## config.mk

```make
export PLATFORM = sky130hd
export DESIGN_NAME = seg_scan_ctrl
export DESIGN_NICKNAME = d
export VERILOG_FILES = /design/src/rtl/seg_pkg.sv /design/src/rtl/hex7seg_lut.sv /design/src/rtl/seg_scan_ctrl.sv
export SDC_FILE = /design/constraint.sdc
export NUM_CORES = 1
export LEC_CHECK = 0
export CAP_MARGIN = 20
export CORE_UTILIZATION = 59
export CTS_BUF_LIST = sky130_fd_sc_hd__clkbuf_2 sky130_fd_sc_hd__clkbuf_4 sky130_fd_sc_hd__clkbuf_8
export DETAILED_ROUTE_END_ITERATION = 8
export DONT_BUFFER_PORTS = 1
export GPL_ROUTABILITY_DRIVEN = 0
export PLACE_DENSITY = 0.78
export SETUP_SLACK_MARGIN = 0.05
export SLEW_MARGIN = 40
export SYNTH_ARGS = -nofsm -noshare
export SYNTH_HDL_FRONTEND = slang
export SYNTH_SLANG_ARGS = --single-unit
```

## constraint.sdc

```tcl
create_clock -name clk -period 2.9 [get_ports clk]
set_clock_uncertainty 0.2 [all_clocks]
set_input_delay 0.435 -clock clk [delete_from_list [all_inputs] [get_ports clk]]
set_output_delay 0.435 -clock clk [all_outputs]
set_load 0.05 [all_outputs]
```

## src/rtl/seg_pkg.sv

```systemverilog
// Shared definitions for the 7-segment scan controller:
// segment encodings, the blanked pattern and the scan state type.
package seg_pkg;

  localparam logic [6:0] SEG_OFF = 7'h7F;

  typedef enum logic {
    ST_BLANK,
    ST_SHOW
  } scan_state_t;

  // Active-high segments, bit6=a ... bit0=g
  function automatic logic [6:0] hex_to_seg(input logic [3:0] v);
    logic [6:0] s;
    s = 7'h00;
    unique case (v)
      4'h0: s = 7'h7E;
      4'h1: s = 7'h30;
      4'h2: s = 7'h6D;
      4'h3: s = 7'h79;
      4'h4: s = 7'h33;
      4'h5: s = 7'h5B;
      4'h6: s = 7'h5F;
      4'h7: s = 7'h70;
      4'h8: s = 7'h7F;
      4'h9: s = 7'h7B;
      4'hA: s = 7'h77;
      4'hB: s = 7'h1F;
      4'hC: s = 7'h0E;
      4'hD: s = 7'h3D;
      4'hE: s = 7'h4F;
      4'hF: s = 7'h47;
      default: s = 7'h00;
    endcase
    return s;
  endfunction

endpackage

```

## src/rtl/hex7seg_lut.sv

```systemverilog
// Hex nibble to active-low 7-segment pattern.
// One instance is shared by every scanned digit.
module hex7seg_lut
  import seg_pkg::*;
(
  input  logic [3:0] hex_i,
  output logic [6:0] seg_n_o
);

  assign seg_n_o = ~hex_to_seg(hex_i);

endmodule

```

## src/rtl/seg_scan_ctrl.sv

```systemverilog
// Multiplexed 7-segment scanner with a double-buffered frame
// and an all-off gap ahead of every digit slot.
module seg_scan_ctrl
  import seg_pkg::*;
#(
  parameter int NUM_DIGITS = 8,
  parameter int DIV        = 50000,
  parameter int BLANK      = 16
) (
  input  logic                    clk,
  input  logic                    rst,
  input  logic                    wr_valid,
  output logic                    wr_ready,
  input  logic [4*NUM_DIGITS-1:0] wr_data,
  input  logic [NUM_DIGITS-1:0]   wr_mask,
  output logic [6:0]              seg,
  output logic [NUM_DIGITS-1:0]   dig_sel,
  output logic                    frame_done
);

  localparam int MAXC = (DIV > BLANK) ? DIV : BLANK;
  localparam int CW   = (MAXC > 1) ? $clog2(MAXC) : 1;
  localparam int IW   = $clog2(NUM_DIGITS);
  localparam int DW   = 4 * NUM_DIGITS;

  localparam logic [CW-1:0] BLANK_LAST = CW'(BLANK - 1);
  localparam logic [CW-1:0] DIV_LAST   = CW'(DIV - 1);
  localparam logic [IW-1:0] IDX_LAST   = IW'(NUM_DIGITS - 1);

  scan_state_t           state_q, state_d;
  logic [CW-1:0]         cnt_q, cnt_d;
  logic [IW-1:0]         idx_q, idx_d;
  logic                  wrap;

  logic [DW-1:0]         act_data_q, act_data_d;
  logic [NUM_DIGITS-1:0] act_mask_q, act_mask_d;
  logic [DW-1:0]         pend_data_q, pend_data_d;
  logic [NUM_DIGITS-1:0] pend_mask_q, pend_mask_d;
  logic                  pend_full_q, pend_full_d;
  logic                  wr_fire;

  logic [6:0]            seg_q, seg_d;
  logic [NUM_DIGITS-1:0] dig_sel_q, dig_sel_d;
  logic                  wr_ready_q;
  logic                  frame_done_q;

  logic                  lit;
  logic [3:0]            nib;
  logic [6:0]            lut_seg;

  assign seg        = seg_q;
  assign dig_sel    = dig_sel_q;
  assign wr_ready   = wr_ready_q;
  assign frame_done = frame_done_q;
  assign wr_fire    = wr_valid && wr_ready_q;

  // Slot timer: BLANK gap, then DIV lit cycles, then next digit
  always_comb begin
    state_d = state_q;
    cnt_d   = cnt_q;
    idx_d   = idx_q;
    wrap    = 1'b0;
    unique case (state_q)
      ST_BLANK: begin
        if (cnt_q == BLANK_LAST) begin
          state_d = ST_SHOW;
          cnt_d   = '0;
        end else begin
          cnt_d = cnt_q + 1'b1;
        end
      end
      ST_SHOW: begin
        if (cnt_q == DIV_LAST) begin
          state_d = ST_BLANK;
          cnt_d   = '0;
          if (idx_q == IDX_LAST) begin
            idx_d = '0;
            wrap  = 1'b1;
          end else begin
            idx_d = idx_q + 1'b1;
          end
        end else begin
          cnt_d = cnt_q + 1'b1;
        end
      end
      default: ;
    endcase
  end

  // Pending buffer fill and swap into active at frame boundary
  always_comb begin
    act_data_d  = act_data_q;
    act_mask_d  = act_mask_q;
    pend_data_d = pend_data_q;
    pend_mask_d = pend_mask_q;
    pend_full_d = pend_full_q;
    if (frame_done_q && pend_full_q) begin
      act_data_d  = pend_data_q;
      act_mask_d  = pend_mask_q;
      pend_full_d = 1'b0;
    end
    if (wr_fire) begin
      pend_data_d = wr_data;
      pend_mask_d = wr_mask;
      pend_full_d = 1'b1;
    end
  end

  // Outputs follow next state so the register matches the slot
  always_comb begin
    lit = (state_d == ST_SHOW) && !act_mask_d[idx_d];
    nib = act_data_d[{idx_d, 2'b00} +: 4];
    seg_d = SEG_OFF;
    dig_sel_d = '1;
    if (lit) begin
      seg_d     = lut_seg;
      dig_sel_d = ~(NUM_DIGITS'(1) << idx_d);
    end
  end

  hex7seg_lut u_lut (
    .hex_i   (nib),
    .seg_n_o (lut_seg)
  );

  // State, buffers and registered outputs
  always_ff @(posedge clk) begin
    if (rst) begin
      state_q      <= ST_BLANK;
      cnt_q        <= '0;
      idx_q        <= '0;
      act_data_q   <= '0;
      act_mask_q   <= '1;
      pend_data_q  <= '0;
      pend_mask_q  <= '0;
      pend_full_q  <= 1'b0;
      seg_q        <= SEG_OFF;
      dig_sel_q    <= '1;
      wr_ready_q   <= 1'b1;
      frame_done_q <= 1'b0;
    end else begin
      state_q      <= state_d;
      cnt_q        <= cnt_d;
      idx_q        <= idx_d;
      act_data_q   <= act_data_d;
      act_mask_q   <= act_mask_d;
      pend_data_q  <= pend_data_d;
      pend_mask_q  <= pend_mask_d;
      pend_full_q  <= pend_full_d;
      seg_q        <= seg_d;
      dig_sel_q    <= dig_sel_d;
      wr_ready_q   <= !pend_full_d;
      frame_done_q <= wrap;
    end
  end

endmodule

```

==> impl_results.md, run 1 <==
- Status: finished with violations
- Ys flop type: dfxtp_1
- Final setup margin: -234 ps
- Async set-or-reset flop fraction in the synthesized netlist: 0%
- Failing checks: negative setup slack
- Routed WL: around 15 mm
- Port bufs: 0
- Slew @ Worst Pin: about 770 ps
- Gate Count Post-Synth: approximately 570
- CTS sink cnt: about 120
- Worst EP arrival: approximately 3300 ps
- Routed Antenna Nets: 0
- Fin crit period: around 3100 ps
- WP data required: approximately 3000 ps
- Critical path, cell by cell: nor4_4 > nand3_2 > or3_4 > a21oi_2 > a2111oi_4 > o22a_2 > buf_6 > ha_4 > mux2_4 > mux2i_2 > nand2_1
- Starting density of the core: around 61%
- Worst skew pair latency: approximately 440 ps
- Fillcell total: about 430
- DR vias/cell: 6.01
- Crit Path Category: reg -> reg
- Post-synthesis sequential area ratio: between 40 and 50%
- Critical-path maximum fanout: 4
- Worst min path class: in -> reg
- Die Y: roughly 95 um
- I/O pins: 60
- Antenna violations before repair: 0
- Avg Inst Size Synth: slightly below 9 um2
- Register area: ~0.0024 mm2
- Clock slew at reported path FFs: approximately 90 ps
- First-pass GRT wire length: around 22 mm
- Fmax: 0.319 GHz
- Final Max Slew Viols: 0
- Multi-input logic area: between 0.002 and 0.003 mm2
- Peak supply drop: 0.406 mV
- Final Util: between 80% and 90%
- Num CTS Buffers: 17
- Syn Nets: roughly 630
- Crit end category: flip-flop
- # Max-Cap Violations: 0
- Final Hold Viols: 0
- Die X-Extent: 94.5 um
- Gr ovfl total: 0
- Worst hold slack: 168 ps
- P&R area growth vs syn: 37.4%
- Fin cells: between 800 and 900
- Setup crit start kind: flip-flop
- Pwr Total: between 3 and 4 mW
- NumNets Final: between 700 and 800
- Yosys warning count: 0
- Critical-path top delay cell: or3_4
- Flops & latches, synth: roughly 120
- Share of the clock period used by the worst path: 108%
- Remaining DRCs: 0
- Slew headroom: between 40% and 50%
- Max Buffers Root-to-Sink: 2
- Largest net degree at the start of global routing: 86
- DR WL/cell: about 18 um
- Core footprint: between 0.008 and 0.009 mm2
- RSZ-0062 raised after global routing: true
- H-Tree Level Count: 4
- CTS tree: yes
- Max incr delay on CP: 440 ps
- Final setup fails: 7
- Ratio of cells with drive above 1 in the final layout: between 20% and 30%
- Ant diodes: 0
- CTS root buffer: clkbuf_8
- GR Util All Layers: approximately a third
- Via count: 4,855
- Pwr dens: ~480 mW/mm2
- Synth Cell Area: 0.00505 mm2
- Placed insts: 719
- Die footprint: between 0.008 and 0.009 mm2
- Vias in the first global route: ~4,700
- Detailed-placement wirelength estimate: around 8.6 mm
- Netlist cell types: 60
- EDFF count, synth: 0
- Leakage Power: 2.96 nW
- # rows: 33
- Pre-CTS setup slack: -258 ps
- Pre-antenna DRT Iters: 5
- Iteration-0 DRC Markers: approximately 400
-- Yosys cell counts, drive strengths merged (5+ instances only) --
cell | n | area (um2)
a21oi | 59 | 295
and2 | 7 | 48.8
and3 | 9 | 57.6
buf | 12 | 66.3
clkbuf | 18 | 67.6
dfxtp | 118 | 2360
ha | 9 | 113
inv | 11 | 41.3
mux2 | 9 | 101
mux2i | 35 | 350
nand2 | 115 | 439
nand2b | 8 | 50.1
nand3 | 11 | 55.1
nor2 | 56 | 210
nor2b | 8 | 50.1
nor3 | 8 | 45.0
o21ai | 11 | 55.1
or3 | 5 | 37.5
xnor2 | 7 | 61.3
xor2 | 6 | 52.6
-- state kept, by name (all words and copies together) (netlist names), 3 cells and up --
signal,flops
dig_sel,8
pend_mask_q,8
act_data_q,32
seg,7
idx_q,3
cnt_q,16
act_mask_q,8
pend_data_q,32
-- where the power goes --
group	total [mW]	internal, mW	switching (mW)
Combinational	0.169	0.0789	0.0899
Sequential	1.69	1.66	0.0310
Clock	1.46	0.721	0.741
Total	3.32	2.46	0.862
-- final timing paths --
path | from | to | slack [ps] | cells past startpoint
worst max-delay path | cnt_q[11]$_SDFF_PP0_ | seg[3]$_SDFF_PP1_ | -230 | 11
worst min register to register | pend_mask_q[2]$_SDFFE_PP0P_ | pend_mask_q[2]$_SDFFE_PP0P_ | 260 | 2
worst min-delay path | rst | pend_mask_q[1]$_SDFFE_PP0P_ | 170 | 2
worst max register to register | cnt_q[11]$_SDFF_PP0_ | seg[3]$_SDFF_PP1_ | -230 | 11
-- logic make-up (layout without fill, tap and decap cells) --
group	count (synthesis)	count (layout)	synth area share, %
flops	118	118	46.8
xor+xnor	13	13	2.25
mux	47	47	10.3
fa+ha+maj	9	9	2.23
compound gates	110	110	14.2
buf+inv	41	171	3.47
simple gates	235	235	20.8
-- worst max-delay path, delay by kind of cell, from the launching register on --
family / cells / cell delay (ps)
simple gates: 4 / 1060
compound gates: 3 / 640
mux: 2 / 470
flops: 1 / 340
fa+ha+maj: 1 / 160
buf+inv: 1 / 150
-- timing repair --
item	CTS	global route
resized for setup	41	18
setup endpoints to repair	7	7
hold endpoints to repair	86	0
hold buffers	41	0
buffers inserted	11	5
pin swaps	15	14
-- metal layers --
layer / share of wire (%) / track usage (%) / wire length, um
met5: 0 / 0 / 0
met1: 39 / 38.3 / 5770
met2: 48 / 54.9 / 7210
met4: 5.5 / 15.3 / 823
met3: 7.7 / 9.42 / 1150
-- through the flow --
| stage | setup TNS, ps | cell area (um2) |
|---|---|---|
| after floorplan | -14.5 | 5210 |
| after global placement | -411 | 5750 |
| after detailed placement | -1310 | 5750 |
| after CTS | -244 | 6820 |
| after global routing | -1490 | 6940 |
| final | -1140 | 6940 |
-- cells in the final DEF, fill, tap and decap left out, types with 4 or more instances in the layout --
cell type / count
dfxtp_1: 113
nand2_1: 108
buf_4: 79
nor2_1: 51
a21oi_1: 51
dlygate4sd3_1: 40
mux2i_1: 34
clkbuf_8: 18
inv_1: 8
mux2_2: 8
a21oi_2: 8
nand2b_1: 8
nor2b_1: 7
xnor2_1: 7
and3_1: 6
nand3_1: 6
xor2_1: 6
inv_6: 6
buf_6: 6
nand2_2: 5
nor3_1: 5
and2_4: 5
o21ai_0: 5
dfxtp_2: 5
a21o_1: 4
ha_4: 4
-- final cells by class --
| class | count | area share, % |
|---|---|---|
| multi-input cells | 414 | 41.5 |
| flip-flops and latches | 118 | 34.1 |
| repair buffers | 128 | 16.3 |
| clock buffers | 18 | 3.57 |
| clock inverters | 14 | 2.00 |
| well taps | 105 | 1.89 |
| inverters | 11 | 0.667 |
No activity file was read; power rests on OpenSTA's default activity.
==> inputs of run 2 (changes only) <==
HOLD_SLACK_MARGIN = 0.15   (was unset)
SETUP_SLACK_MARGIN = unset   (was 0.05)
==> run 2 against run 1 <==
- the run still ends with negative setup slack left
- wire length rose by 17%
- first-iteration DRC count rose by 71%
- critical path depth rose by 1
- clock power rose by 4%
- cell count rose by 0.25%
- hold slack got worse by 7.1 ps
- sequential cell count did not move
- clock-buffer cell count did not move
- sequential power barely moved
- critical path type unchanged
==> impl_results.md, run 2 (synthesis results as in run 1) <==
- Port bufs: 0 (unchanged)
- Register-to-Register Path Depth: 12 (+1)
- Critical path, cell by cell: ha_2 > buf_4 > o21ai_2 > buf_4 > a2bb2o_1 > o21ai_1 > a22oi_2 > buf_6 > buf_4 > a31oi_1 > a221o_1 > nand3_1
- Largest delay share family, worst path: compound AO/OA/AOI/OAI gates
- Final setup margin: -314 ps (-80.3 ps)
- Crit Path Category: reg -> reg
- Pwr Total: 3.39 mW (+1.9%)
- Ratio of cells with drive above 1 in the final layout: 30.5% (+1.3 points)
- DR vias/cell: 6.34 (+5.5%)
- Fmax: 0.311 GHz (-2.5%)
- Net switching power: 0.855 mW (-0.75%)
- Crit end category: flip-flop
- RSZ-0062 raised after global routing: true
- Core footprint: 0.00826 mm2 (unchanged)
- Ant diodes: 0 (unchanged)
- Status: finished with violations
- Worst hold slack: 160 ps (-7.09 ps)
- Gr ovfl total: 0 (unchanged)
- CTS root buffer: clkbuf_8
- WP data required: 3030 ps (about the same)
- Worst min path class: in -> reg
- Die footprint: 0.00893 mm2 (unchanged)
- Top Registers: act_data_q: 32 flops, pend_data_q: 32 flops, cnt_q: 16 flops
- WP buf/inv: 4 (+3)
- Most frequent CP cell: buf_4
- Switching share of total power: 25.3% (-0.68 points)
- Clock power share: 44.8% (+0.8 points)
- Worst EP arrival: 3350 ps (+80 ps)
- Die X-Extent: 94.5 um (unchanged)
- Peak supply drop: 0.445 mV (+9.6%)
- CTS sink cnt: 118 (unchanged)
- # rows: 33 (unchanged)
- Critical-path top delay cell: o21ai_1
- First-pass GRT wire length: 23.3 mm (+5.7%)
- Final Util: 85.2% (+1.2 points)
- P&R area growth vs syn: 39.3%
- Num CTS Buffers: 17 (unchanged)
- Seq pwr share: 50.0% (-0.9 points)
- Routed WL: 17.4 mm (+17%)
- Int Power: 2.53 mW (+2.9%)
- Leakage Power: 2.95 nW (-0.33%)
- H-Tree Level Count: 4 (unchanged)
- Critical-path maximum fanout: 6 (+2)
- Largest net degree at the start of global routing: 86 (unchanged)
- Iteration-0 DRC Markers: 676 (+71%)
- Remaining DRCs: 0 (unchanged)
- Setup crit start kind: flip-flop
- Pre-CTS setup slack: -256 ps (+1.93 ps)
- Failing checks: negative setup slack
- Final Max Slew Viols: 0 (unchanged)
- Max incr delay on CP: 420 ps (-20 ps)
- GR Util All Layers: 34.4% (+1.8 points)
- Die Y: 94.5 um (unchanged)
- Detailed-placement wirelength estimate: 8.21 mm (-4.4%)
- Worst skew pair latency: 440 ps (about the same)
- Fillcell total: 413 (-2.8%)
- Combinational power share: 5.2% (about the same)
- Routed Antenna Nets: 0 (unchanged)
- Pwr dens: 481 mW/mm2 (+0.51%)
- Slew headroom: 61.6% (+13 points)
- DR WL/cell: 21.5 um (+16%)
- Max Buffers Root-to-Sink: 2 (unchanged)
- CTS tree: yes
- Starting density of the core: 61.2% (unchanged)
- CP Depth: 12 (+1)
- Fin crit period: 3210 ps (+80.3 ps)
- Finished Cell Area: 0.00704 mm2 (+1.4%)
- Slew @ Worst Pin: 575 ps (-192 ps)
- Pre-antenna DRT Iters: 8 (+3)
- Commonest non-fill, non-tap cell in the layout: dfxtp_1
- Via count: 5,135 (+5.8%)
- Final setup fails: 7 (unchanged)
- Clock slew at reported path FFs: 80 ps (about the same)
- Share of the clock period used by the worst path: 111% (+2.8 points)
- Area after DPL: 0.00567 mm2 (-1.5%)
- # Max-Cap Violations: 0 (unchanged)
- NumNets Final: 744 (+0.27%)
- Most frequent cells in the layout: dfxtp_1, nand2_1, buf_4
- I/O pins: 60 (unchanged)
- Final setup TNS: -1800 ps (-664 ps)
- Placed insts: 720 (+0.14%)
- Antenna violations before repair: 0 (unchanged)
- Worst Hold Depth: 2 (unchanged)
- Fin cells: 810 (+0.25%)
- Final Hold Viols: 0 (unchanged)
- Vias in the first global route: 4,775 (+1.4%)
[run 2: changes by cell type in the layout (fill, tap and decap cells not counted), sizes merged]
| cell | before | now |
|---|---|---|
| buf | 88 | 89 |
| bufinv | 1 | 2 |
| dlygate4sd3 | 40 | 41 |
| inv | 18 | 14 |
| clkinv | 3 | 4 |
| clkinvlp | 3 | 5 |
[run 2: final cells by class]
| class | count | area [um2] | share of cell area [%] |
|---|---|---|---|
| Multi-Input combinational cell | 414 | 2940 | 41.8 |
| Sequential cell | 118 | 2370 | 33.7 |
| Clock buffer | 18 | 248 | 3.52 |
| Inverter | 11 | 41.3 | 0.587 |
| Clock inverter | 14 | 151 | 2.15 |
| Timing Repair Buffer | 130 | 1150 | 16.3 |
| Tap cell | 105 | 131 | 1.87 |
[run 2: power groups by stage]
stage / combinational (mW) / clock [mW] / sequential, mW
3_3_place_gp: 0.0926 / 0 / 1.72
6_report: 0.176 / 1.52 / 1.69
4_1_cts: 0.163 / 1.51 / 1.69
5_1_grt: 0.191 / 1.58 / 1.70
2_1_floorplan: 0.0877 / 0 / 1.72
3_5_place_dp: 0.0974 / 0 / 1.72
[run 2: timing repair]
action	CTS	global route
hold endpoints to repair	86	0
setup buffers	7	9
gates resized for setup	39	55
endpoints found under the setup margin	7	7
hold buffers	42	0
pin swaps	13	26
[run 2: path summary, 6_finish.rpt]
kind / startpoint / end / slack (ps)
setup reg to reg: idx_q[1]$_SDFF_PP0_ / seg[5]$_SDFF_PP1_ / -310
hold reg to reg: pend_data_q[13]$_SDFFE_PP0P_ / pend_data_q[13]$_SDFFE_PP0P_ / 260
setup / recovery: idx_q[1]$_SDFF_PP0_ / seg[5]$_SDFF_PP1_ / -310
hold / removal: rst / pend_data_q[31]$_SDFFE_PP0P_ / 160
[run 2: worst register-to-register path, stage by stage, from the launching register on]
cell      delay (ps)
dfxtp_1          390
ha_2             300
buf_4            170
o21ai_2           90
buf_4            180
a2bb2o_1         320
o21ai_1          420
a22oi_2          180
buf_6            160
buf_4            150
a31oi_1          270
a221o_1          210
nand3_1           70
[run 2: routing by layer]
| metal | global-route usage (%) | vias up | routed length [um] |
|---|---|---|---|
| met5 | 0 | - | 0 |
| met4 | 18.2 | 0 | 1220 |
| met3 | 8.53 | 132 | 1480 |
| met2 | 58.9 | 391 | 8220 |
| met1 | 39.6 | 2400 | 6500 |
| li1 | - | 2212 | - |
